[src/rtl/ultra_pkg.sv]
// Shared definitions for the ultrasonic sensor emulator and its initiator peripheral.
package ultra_pkg;

    typedef enum logic [2:0] {
        ST_IDLE    = 3'd0,
        ST_TRIG    = 3'd1,
        ST_BURST   = 3'd2,
        ST_ECHO    = 3'd3,
        ST_HOLDOFF = 3'd4
    } ultra_state_e;

    localparam logic [3:0] ADDR_DISTANCE = 4'h0;
    localparam logic [3:0] ADDR_STATUS   = 4'h2;
    localparam logic [3:0] ADDR_ACCEPTED = 4'h4;
    localparam logic [3:0] ADDR_REJECTED = 4'h6;

    localparam int unsigned TIMEOUT_US_DEF = 38000;
    localparam int unsigned US_PER_CM_DEF  = 58;
    localparam int unsigned ECHO_W         = 17;

    // Fibonacci LFSR, taps 16/14/13/11
    function automatic logic [15:0] lfsr_next(input logic [15:0] s);
        return {s[14:0], s[15] ^ s[13] ^ s[12] ^ s[10]};
    endfunction

endpackage

[src/rtl/ultra_us_tick.sv]
// Microsecond prescaler: one-cycle tick every TICKS clocks, restartable from zero.
module ultra_us_tick #(
    parameter int unsigned TICKS = 50
) (
    input  logic clk_i,
    input  logic rst_i,
    input  logic restart_i,
    output logic us_tick_o
);

    localparam int unsigned PW = (TICKS > 1) ? $clog2(TICKS) : 1;

    logic [PW-1:0] presc_q, presc_d;
    logic          tick_q;

    always_comb begin
        presc_d = presc_q + PW'(1);
        if (restart_i || presc_q == PW'(TICKS - 1)) begin
            presc_d = '0;
        end
    end

    // tick_q is high exactly while presc_q sits at its terminal value
    always_ff @(posedge clk_i) begin
        if (rst_i) begin
            presc_q <= '0;
            tick_q  <= 1'b0;
        end else begin
            presc_q <= presc_d;
            tick_q  <= (presc_d == PW'(TICKS - 1));
        end
    end

    assign us_tick_o = tick_q;

endmodule

[src/rtl/ultra_echo_emulator.sv]
// HC-SR04-style responder: qualifies trigg, waits a burst delay, returns an echo sized by distance.
// Define ULTRA_EMU_NOISE_EN to add 0..15 us of LFSR jitter to every echo.
module ultra_echo_emulator
    import ultra_pkg::*;
#(
    parameter int unsigned TICKS_PER_US   = 50,
    parameter int unsigned TRIG_MIN_US    = 10,
    parameter int unsigned BURST_DELAY_US = 250,
    parameter int unsigned US_PER_CM      = US_PER_CM_DEF,
    parameter int unsigned MAX_CM         = 400,
    parameter int unsigned TIMEOUT_US     = TIMEOUT_US_DEF,
    parameter int unsigned HOLDOFF_US     = 1000,
    parameter int unsigned DEFAULT_CM     = 100
) (
    input  logic        clk,
    input  logic        rst,
    input  logic [15:0] d_in,
    input  logic        cs,
    input  logic [3:0]  addr,
    input  logic        rd,
    input  logic        wr,
    output logic [15:0] d_out,
    input  logic        trigg,
    output logic        echo
);

    ultra_state_e      state_q, state_d;
    logic [ECHO_W-1:0] cnt_q, cnt_d;
    logic [ECHO_W-1:0] echo_us_q, echo_calc_c;
    logic [15:0]       distance_q, acc_q, rej_q, d_out_q, rd_data_c;
    logic              trig_meta_q, trig_sync_q, echo_q;
    logic              us_tick, restart_c, accept_c, reject_c, wr_c, rd_c;
    logic              in_range_c;
    logic [ECHO_W-1:0] prod_c;

    assign wr_c = cs & wr;
    assign rd_c = cs & rd & ~wr;

    ultra_us_tick #(.TICKS(TICKS_PER_US)) u_tick (
        .clk_i     (clk),
        .rst_i     (rst),
        .restart_i (restart_c),
        .us_tick_o (us_tick)
    );

    // Echo width for the currently programmed distance
    assign in_range_c = (distance_q != 16'd0) && (distance_q <= 16'(MAX_CM));
    assign prod_c     = ECHO_W'(distance_q) * ECHO_W'(US_PER_CM);

`ifdef ULTRA_EMU_NOISE_EN
    logic [15:0] lfsr_q;

    always_ff @(posedge clk) begin
        if (rst) begin
            lfsr_q <= 16'hACE1;
        end else if (accept_c) begin
            lfsr_q <= lfsr_next(lfsr_q);
        end
    end

    assign echo_calc_c = (in_range_c ? prod_c : ECHO_W'(TIMEOUT_US)) + ECHO_W'(lfsr_q[3:0]);
`else
    assign echo_calc_c = in_range_c ? prod_c : ECHO_W'(TIMEOUT_US);
`endif

    always_comb begin
        state_d  = state_q;
        accept_c = 1'b0;
        reject_c = 1'b0;
        case (state_q)
            ST_IDLE: begin
                if (trig_sync_q) state_d = ST_TRIG;
            end
            ST_TRIG: begin
                // a tick landing on the fall cycle still counts toward the pulse
                if (!trig_sync_q) begin
                    if ((cnt_q + ECHO_W'(us_tick)) >= ECHO_W'(TRIG_MIN_US)) begin
                        accept_c = 1'b1;
                        state_d  = ST_BURST;
                    end else begin
                        reject_c = 1'b1;
                        state_d  = ST_IDLE;
                    end
                end
            end
            ST_BURST: begin
                if (us_tick && cnt_q == ECHO_W'(BURST_DELAY_US - 1)) state_d = ST_ECHO;
            end
            ST_ECHO: begin
                if (us_tick && cnt_q == echo_us_q - ECHO_W'(1)) state_d = ST_HOLDOFF;
            end
            ST_HOLDOFF: begin
                if (us_tick && cnt_q == ECHO_W'(HOLDOFF_US - 1)) state_d = ST_IDLE;
            end
            default: state_d = ST_IDLE;
        endcase
    end

    assign restart_c = (state_d != state_q);

    // Trigger count stops at the threshold so it cannot wrap on a stuck-high trigg
    always_comb begin
        cnt_d = cnt_q;
        if (restart_c) begin
            cnt_d = '0;
        end else if (us_tick && state_q != ST_IDLE &&
                     !(state_q == ST_TRIG && cnt_q >= ECHO_W'(TRIG_MIN_US))) begin
            cnt_d = cnt_q + ECHO_W'(1);
        end
    end

    always_comb begin
        rd_data_c = '0;
        case (addr)
            ADDR_DISTANCE: rd_data_c = distance_q;
            ADDR_STATUS:   rd_data_c = {11'd0, 3'(state_q), echo_q, state_q != ST_IDLE};
            ADDR_ACCEPTED: rd_data_c = acc_q;
            ADDR_REJECTED: rd_data_c = rej_q;
            default:       rd_data_c = '0;
        endcase
    end

    always_ff @(posedge clk) begin
        if (rst) begin
            trig_meta_q <= 1'b0;
            trig_sync_q <= 1'b0;
            state_q     <= ST_IDLE;
            cnt_q       <= '0;
            echo_us_q   <= '0;
            distance_q  <= 16'(DEFAULT_CM);
            acc_q       <= '0;
            rej_q       <= '0;
            echo_q      <= 1'b0;
            d_out_q     <= '0;
        end else begin
            trig_meta_q <= trigg;
            trig_sync_q <= trig_meta_q;
            state_q     <= state_d;
            cnt_q       <= cnt_d;
            echo_q      <= (state_q == ST_ECHO);
            if (accept_c) begin
                echo_us_q <= echo_calc_c;
                acc_q     <= acc_q + 16'd1;
            end
            if (wr_c && addr == ADDR_DISTANCE) distance_q <= d_in;
            if (wr_c && addr == ADDR_REJECTED) begin
                rej_q <= '0;
            end else if (reject_c) begin
                rej_q <= rej_q + 16'd1;
            end
            if (rd_c) d_out_q <= rd_data_c;
        end
    end

    assign echo  = echo_q;
    assign d_out = d_out_q;

endmodule

[config.mk]
export PLATFORM = sky130hd
export DESIGN_NAME = ultra_echo_emulator
export DESIGN_NICKNAME = d
export VERILOG_FILES = /design/src/rtl/ultra_pkg.sv /design/src/rtl/ultra_us_tick.sv /design/src/rtl/ultra_echo_emulator.sv
export SDC_FILE = /design/constraint.sdc
export NUM_CORES = 1
export LEC_CHECK = 0
export CAP_MARGIN = 20
export CELL_PAD_IN_SITES_DETAIL_PLACEMENT = 1
export CELL_PAD_IN_SITES_GLOBAL_PLACEMENT = 1
export CORE_ASPECT_RATIO = 1.25
export CORE_MARGIN = 4
export CORE_UTILIZATION = 40
export DETAILED_ROUTE_END_ITERATION = 10
export PLACE_DENSITY = 0.72
export SETUP_SLACK_MARGIN = 0.1
export SLEW_MARGIN = 20
export SYNTH_ARGS = -nofsm -noshare
export SYNTH_HDL_FRONTEND = slang
export SYNTH_SLANG_ARGS = --single-unit
[constraint.sdc]
create_clock -name clk -period 4.9 [get_ports clk]
set_clock_uncertainty 0.05 [all_clocks]
set_input_delay 0.98 -clock clk [delete_from_list [all_inputs] [get_ports clk]]
set_output_delay 0.98 -clock clk [all_outputs]
set_load 0.05 [all_outputs]
After elaboration in Yosys (flattened, before gate mapping)

Cells that the tools add are included.

Register bits: 111
Input bits: 26
Output and inout port bits: 17
Logic and storage cells: 72

Reductions and logical operators: 17
Bitwise logic cells: 4
Multiply operators: 1
Mux-type cells: 16
Equality and inequality tests: 13
Add/sub/neg operators: 6
Order comparisons: 3

Operators with widths:

| kind                                                                | count |
|---|---|
| one-hot mux 16 bit (4 select lines)                                 | 1 |
| greater-or-equal comparator 17 x 4 -> 1 bit (second input constant) | 2 |
| adder 16 x 1 -> 16 bit (second input constant)                      | 2 |
| adder 17 x 1 -> 17 bit                                              | 1 |
| adder 17 x 1 -> 17 bit (second input constant)                      | 1 |
| equality test 17 x 10 -> 1 bit (second input constant)              | 1 |
| equality test 17 bit                                                | 1 |
| equality test 17 x 8 -> 1 bit (second input constant)               | 1 |
| two-way mux 17 bit                                                  | 1 |
| subtractor 17 x 1 -> 17 bit (second input constant)                 | 1 |
| <= comparator 16 x 9 -> 1 bit (second input constant)               | 1 |
| multiplier 16 x 5 -> 16 bit (second input constant)                 | 1 |
| nonzero test 16 bit                                                 | 1 |
| two-way mux 3 bit                                                   | 5 |
| one-hot mux 3 bit (5 select lines)                                  | 1 |
| equality test 6 bit (second input constant)                         | 2 |
| logical AND 1 bit                                                   | 9 |
| equality test 4 x 3 -> 1 bit (second input constant)                | 2 |
| adder 6 x 1 -> 6 bit (second input constant)                        | 1 |
| equality test 3 x 2 -> 1 bit (second input constant)                | 2 |
| two-way mux 1 bit                                                   | 6 |
| two-way mux 6 bit                                                   | 1 |
| equality test 4 x 2 -> 1 bit (second input constant)                | 1 |
| zero test 4 bit                                                     | 1 |
| 11 further kinds                                                    | 14 |

Logic depth before layout (Yosys ltp)

Word-level depth: 9
Mapped depth: 13
Depth with buffers taken out: 13

Modules after synthesis

Synthesis repeated with hierarchy kept, for this count alone.

Cell total of the unflattened synthesis: 934
Area, all modules: 7,558.5 sq um

Modules (own cells, without submodules):

| module              | area each (sq um) | cells an instance | sequential area each (sq um) | instances |
|---|---|---|---|---|
| ultra_echo_emulator | 7,264.5           | 903               | 2,062.0                      | 1 |
| ultra_us_tick       | 294.0             | 31                | 140.1                        | 1 |

Worst setup path before layout

No wires, ideal clock.

Path type: register to register
From: register distance_q[3]
To: register echo_us_q[16]
Path slack: 1.407 ns
Data arrival time: 3.326 ns
Data required time: 4.733 ns
Cell stages (with the launch flop): 14
Library setup time: 0.117 ns
Buffers on the path: 0
Clock period less this slack: 3.493 ns
Cells stage by stage: dfxtp_1 > fa_1 > ha_1 > inv_1 > fa_1 > inv_1 > ha_1 > nor2b_1 > o31a_1 > o21ai_0 > o21ai_0 > o41ai_1 > xnor2_1 > a22o_1

Word-level cells in the longest chain between the ends: 3

RTL lines:

| what                                                                                | RTL line                   | text |
|---|---|---|
| start, declared                                                                     | ultra_echo_emulator.sv:30  | `logic [15:0] distance_q, acc_q, rej_q, d_out_q, rd_data_c;` |
| start signal, assigned                                                              | ultra_echo_emulator.sv:130 | `distance_q <= 16'(DEFAULT_CM);` |
| start signal, assigned                                                              | ultra_echo_emulator.sv:145 | `if (wr_c && addr == ADDR_DISTANCE) distance_q <= d_in;` |
| parallel branches: the longest is 2 deep, another holds multiplier 16 x 5 -> 16 bit | n/a                        |  |
| two-way mux 17 bit *                                                                | ultra_echo_emulator.sv:63  | `assign echo_calc_c = in_range_c ? prod_c : ECHO_W'(TIMEOUT_US);` |
| end signal, assigned                                                                | ultra_echo_emulator.sv:142 | `echo_us_q <= echo_calc_c;` |
| end, declared                                                                       | ultra_echo_emulator.sv:29  | `logic [ECHO_W-1:0] echo_us_q, echo_calc_c;` |

Every way passes the cells marked *.
A chain may end at the register's enable or synchronous reset.

Worst setup path in the final report

From: register cnt_q[0]
To: register echo_us_q[11]

Word-level cells in the longest chain between the ends: 5

RTL lines:

| what                                        | RTL line                   | text |
|---|---|---|
| start, declared                             | ultra_echo_emulator.sv:28  | `logic [ECHO_W-1:0] cnt_q, cnt_d;` |
| start signal, assigned                      | ultra_echo_emulator.sv:139 | `cnt_q <= cnt_d;` |
| adder 17 x 1 -> 17 bit                      | ultra_echo_emulator.sv:77  | `if ((cnt_q + ECHO_W'(us_tick)) >= ECHO_W'(TRIG_MIN_US)) begin` |
| greater-or-equal comparator 17 x 4 -> 1 bit | ultra_echo_emulator.sv:77  |  |
| two-way mux 1 bit                           | ultra_echo_emulator.sv:77  |  |
| two-way mux 1 bit                           | ultra_echo_emulator.sv:76  | `if (!trig_sync_q) begin` |
| two-way mux 1 bit                           | ultra_echo_emulator.sv:70  | `case (state_q)` |

No other way between the ends.

==> impl_table.tex <==
\begin{tabular}{lr}
\hline
Metric & Value \\
\hline
\multicolumn{2}{l}{\textbf{Run status}} \\
Outcome & completed \\
\multicolumn{2}{l}{\textbf{Final layout}} \\
Most used cells in the layout excluding fill and tap cells & 110 x sky130\_fd\_sc\_hd\_\_dfxtp\_1, 85 x sky130\_fd\_sc\_hd\_\_inv\_1, 79 x sky130\_fd\_sc\_hd\_\_a21oi\_1 \\
Leading cell type in the layout, fill and taps excluded & sky130\_fd\_sc\_hd\_\_dfxtp\_1 \\
Net count reported at finish & 1041 \\
Number of filler cells placed in the layout & 2256 \\
Synthesis-to-finish area growth & 10.5\% \\
Share of final-layout standard cells stronger than drive strength 1 & 0.0717 \\
Ant. Diodes & 0 \\
Register Area & 2200 µm² \\
Area of the multi-input gates & 4980 µm² \\
\multicolumn{2}{l}{\textbf{Floorplan}} \\
Initial Utilization & 0.410 \\
IO Count & 43 \\
Full die area & 21700 µm² \\
Vert. Die Dim & 164 µm \\
Number of rows created at floorplan & 56 \\
Core Box Area & 18900 µm² \\
Chip width & 133 µm \\
\multicolumn{2}{l}{\textbf{Pwr}} \\
LEAKAGE & 3.19 nW \\
Largest voltage drop on the vdd net & 133 µV \\
Final Power & 1.79 mW \\
P per Cell Area & 209 nW/µm² \\
\multicolumn{2}{l}{\textbf{Worst setup path}} \\
R2r endpoint & echo\_us\_q[11]\$\_SDFFE\_PP0P\_ \\
Start of the worst register-to-register path & cnt\_q[0]\$\_SDFFE\_PP0P\_ \\
Worst setup slack for register-to-register paths & 1.11 ns \\
Maximum fanout along the worst path & 10 \\
Number of cells traversed by the worst register-to-register path & 9 \\
Critical path required time & 5.15 ns \\
Crit start category & flip-flop \\
Worst path arrival time & 4.05 ns \\
Type of the setup path with the least slack & reg2reg \\
Endpoint type of the worst setup path & flip-flop \\
\multicolumn{2}{l}{\textbf{Run}} \\
MaxCap Viol Count & 0 \\
\multicolumn{2}{l}{\textbf{Clock tree}} \\
Count of buffers added by post-CTS timing repair for setup & 0 \\
Worst-Skew Late Latency & 0.36 ns \\
Clock tree from TritonCTS & done \\
Largest buffer count on any clock path & 2 \\
Number of buffers created by CTS & 9 \\
CTS resizes & 0 \\
Number of buffers added to fix hold violations after cts & 0 \\
\# H-tree levels & 3 \\
Clock transition at the registers of the reported paths & 0.08 ns \\
Root cell of the clock tree & sky130\_fd\_sc\_hd\_\_clkbuf\_16 \\
Num Clock Sinks & 110 \\
\multicolumn{2}{l}{\textbf{Yosys}} \\
Synth Cell Area & 7760 µm² \\
Total of flip-flops plus latches after synthesis & 110 \\
Synthesized instance count & 938 \\
Number of unique standard cell types used by synthesis & 75 \\
Share of flip-flops with an asynchronous set or reset after synthesis & 0 \\
Post-synthesis net count & 1035 \\
Most used flip-flop cell after synthesis & sky130\_fd\_sc\_hd\_\_dfxtp\_1 \\
Warnings from Yosys & 0 \\
Register area share after synthesis & 0.284 \\
Mean instance size in the synthesized netlist & 8.27 µm² \\
Count of flip-flops with a built-in enable after synthesis & 0 \\
\multicolumn{2}{l}{\textbf{Timing}} \\
Crit path time final & 3.79 ns \\
Worst-Margin Slew & 0.954 ns \\
Post-Route Setup TNS & 0 ns \\
Final critical-path share of the clock period & 0.774 \\
Slew Limit Headroom & 0.355 \\
Final setup vio count & 0 \\
Top achievable clock speed & 264 MHz \\
Hold Violations, Final & 0 \\
Slew Limit Fails & 0 \\
RSZ-0062 raised after global routing & no \\
\multicolumn{2}{l}{\textbf{Routing}} \\
Vias after detailed routing & 6663 \\
Wire length reported by the detailed router & 21500 µm \\
Detailed-router iteration count before antenna repair & 5 \\
Detail-routed via count per cell & 5.64 \\
Routed wire per std cell & 18.2 µm \\
Detail Route Antenna Nets & 0 \\
Starting DRT DRC Count & 297 \\
Remaining routing DRC violations & 0 \\
\multicolumn{2}{l}{\textbf{Hold path}} \\
Worst Hold Depth & 1 \\
Endpoint, Worst Hold & trig\_sync\_q\$\_SDFF\_PP0\_ \\
Type of the most critical hold path & reg2reg \\
Startpoint of the most critical hold path & trig\_meta\_q\$\_SDFF\_PP0\_ \\
\multicolumn{2}{l}{\textbf{Global route}} \\
Number of global-route vias before repair & 6799 \\
Maximum number of pins on one net before global-route repair & 45 \\
Antenna violations before repair & 0 \\
Global-route wire length before repair & 35100 µm \\
GRT Overall Usage & 0.200 \\
Global route overflow & 0 \\
\multicolumn{2}{l}{\textbf{Placed design}} \\
Routability congestion estimate & 0.829 \\
Half-perimeter wire length after detailed placement & 16500 µm \\
Number of port buffers & 42 \\
\hline
\end{tabular}
layer usage:
layer / up-vias / track usage / wire, µm
met2: 89 / 0.360 / 10900
met1: 3233 / 0.246 / 9620
met3: 33 / 0.0257 / 538
met5: - / 0 / 0
li1: 3308 / - / -
met4: 0 / 0.0671 / 482
flip-flops by register name (all words and copies together) (netlist names):
signal / count
acc_q: 16
u_tick.presc_q: 6
trig_meta_q: 1
trig_sync_q: 1
distance_q: 16
echo: 1
state_q: 3
rej_q: 16
cnt_q: 17
u_tick.us_tick_o: 1
echo_us_q: 16
d_out: 16
where the power goes:
| part | switching (mW) | total (mW) | leakage, nW | internal (mW) |
|---|---|---|---|---|
| Sequential | 0.00643 | 0.904 | 0.887 | 0.897 |
| Combinational | 0.0783 | 0.134 | 2.15 | 0.0562 |
| Clock | 0.377 | 0.751 | 0.148 | 0.374 |
| Total | 0.462 | 1.79 | 3.19 | 1.33 |
cell families after synthesis:
| family | Yosys count | synth area share |
|---|---|---|
| mux | 6 | 0.00790 |
| flops | 110 | 0.284 |
| fa+ha+maj | 71 | 0.136 |
| simple gates | 346 | 0.254 |
| xor+xnor | 63 | 0.0711 |
| compound gates | 201 | 0.170 |
| buf+inv | 141 | 0.0768 |
stage by stage:
stage                     area [µm²]  std cells  utilization  hold slack, ns  setup slack (ns)
after floorplan                 7760        938            -           0.364              1.41
after global placement          8270       1165        0.437           0.377              1.21
after detailed placement        8270       1165        0.437           0.378              1.14
after CTS                       8570       1181        0.453           0.398              1.10
after global routing            8570       1181        0.453           0.411             0.802
final                           8570       1181        0.453           0.392              1.11
synthesized netlist by cell type (all sizes together) (2+ instances only):
library cell  count  area (µm²)
and4              3        26.3
a41o              2        20.0
or3              20         125
nand3            31         155
and2              5        31.3
xor2             17         149
nor4             33         319
nor3             37         190
o211ai            6        45.0
o41ai             2        17.5
a22oi            16         120
o2111ai           6        58.8
nand4            20         155
xnor2            46         403
o21ai            29         149
a211o             3        26.3
clkbuf           32         121
or2               5        31.3
mux2i             5        50.1
fa               22         440
or3b              2        17.5
a21o              9        67.6
nand3b            4        30.0
a31o              3        26.3
nor4b             6        67.6
buf              24         155
o21a              9        67.6
ha               49         613
a31oi             4        25.0
and3             16         100
inv              85         319
a2111o            2        22.5
nand2b            7        43.8
a211oi            4        30.0
nand2            72         270
nor4bb            2        20.0
o211a             3        30.0
dfxtp           110        2200
nor2b            16         100
nor2             60         225
a21oi            79         395
a22o             10        87.6
critical path: stages (launching register included):
cell and delay [ns]:
sky130_fd_sc_hd__dfxtp_1 0.47, sky130_fd_sc_hd__ha_1 0.27, sky130_fd_sc_hd__ha_1 0.23, sky130_fd_sc_hd__nand3_1 0.20
sky130_fd_sc_hd__or4_1 0.59, sky130_fd_sc_hd__a221oi_2 0.35, sky130_fd_sc_hd__nand4_4 0.27, sky130_fd_sc_hd__o21ai_2 0.43
sky130_fd_sc_hd__nor2b_1 0.64, sky130_fd_sc_hd__a22o_1 0.24
area by class of cell:
class	count	share of cell area
inverters	85	0.0372
flip-flops and latches	110	0.257
multi-input cells	687	0.581
well taps	232	0.0339
clock inverters	6	0.00672
repair buffers	51	0.0564
clock buffers	10	0.0279
worst max-delay path by stage:
stage / slack, ns / from / depth (start not counted) / endpoint
global route: 0.80 / cnt_q[0]$_SDFFE_PP0P_ / 9 / echo_us_q[2]$_SDFFE_PP0P_
detailed placement: 1.14 / cnt_q[0]$_SDFFE_PP0P_ / 9 / echo_us_q[3]$_SDFFE_PP0P_
global placement: 1.21 / distance_q[3]$_SDFFE_PP0P_ / 13 / echo_us_q[16]$_SDFFE_PP0P_
finish: 1.11 / cnt_q[0]$_SDFFE_PP0P_ / 9 / echo_us_q[11]$_SDFFE_PP0P_
floorplan: 1.41 / distance_q[3]$_SDFFE_PP0P_ / 13 / echo_us_q[16]$_SDFFE_PP0P_
CTS: 1.10 / distance_q[3]$_SDFFE_PP0P_ / 13 / echo_us_q[16]$_SDFFE_PP0P_
Power figures use the tool's default switching activity.
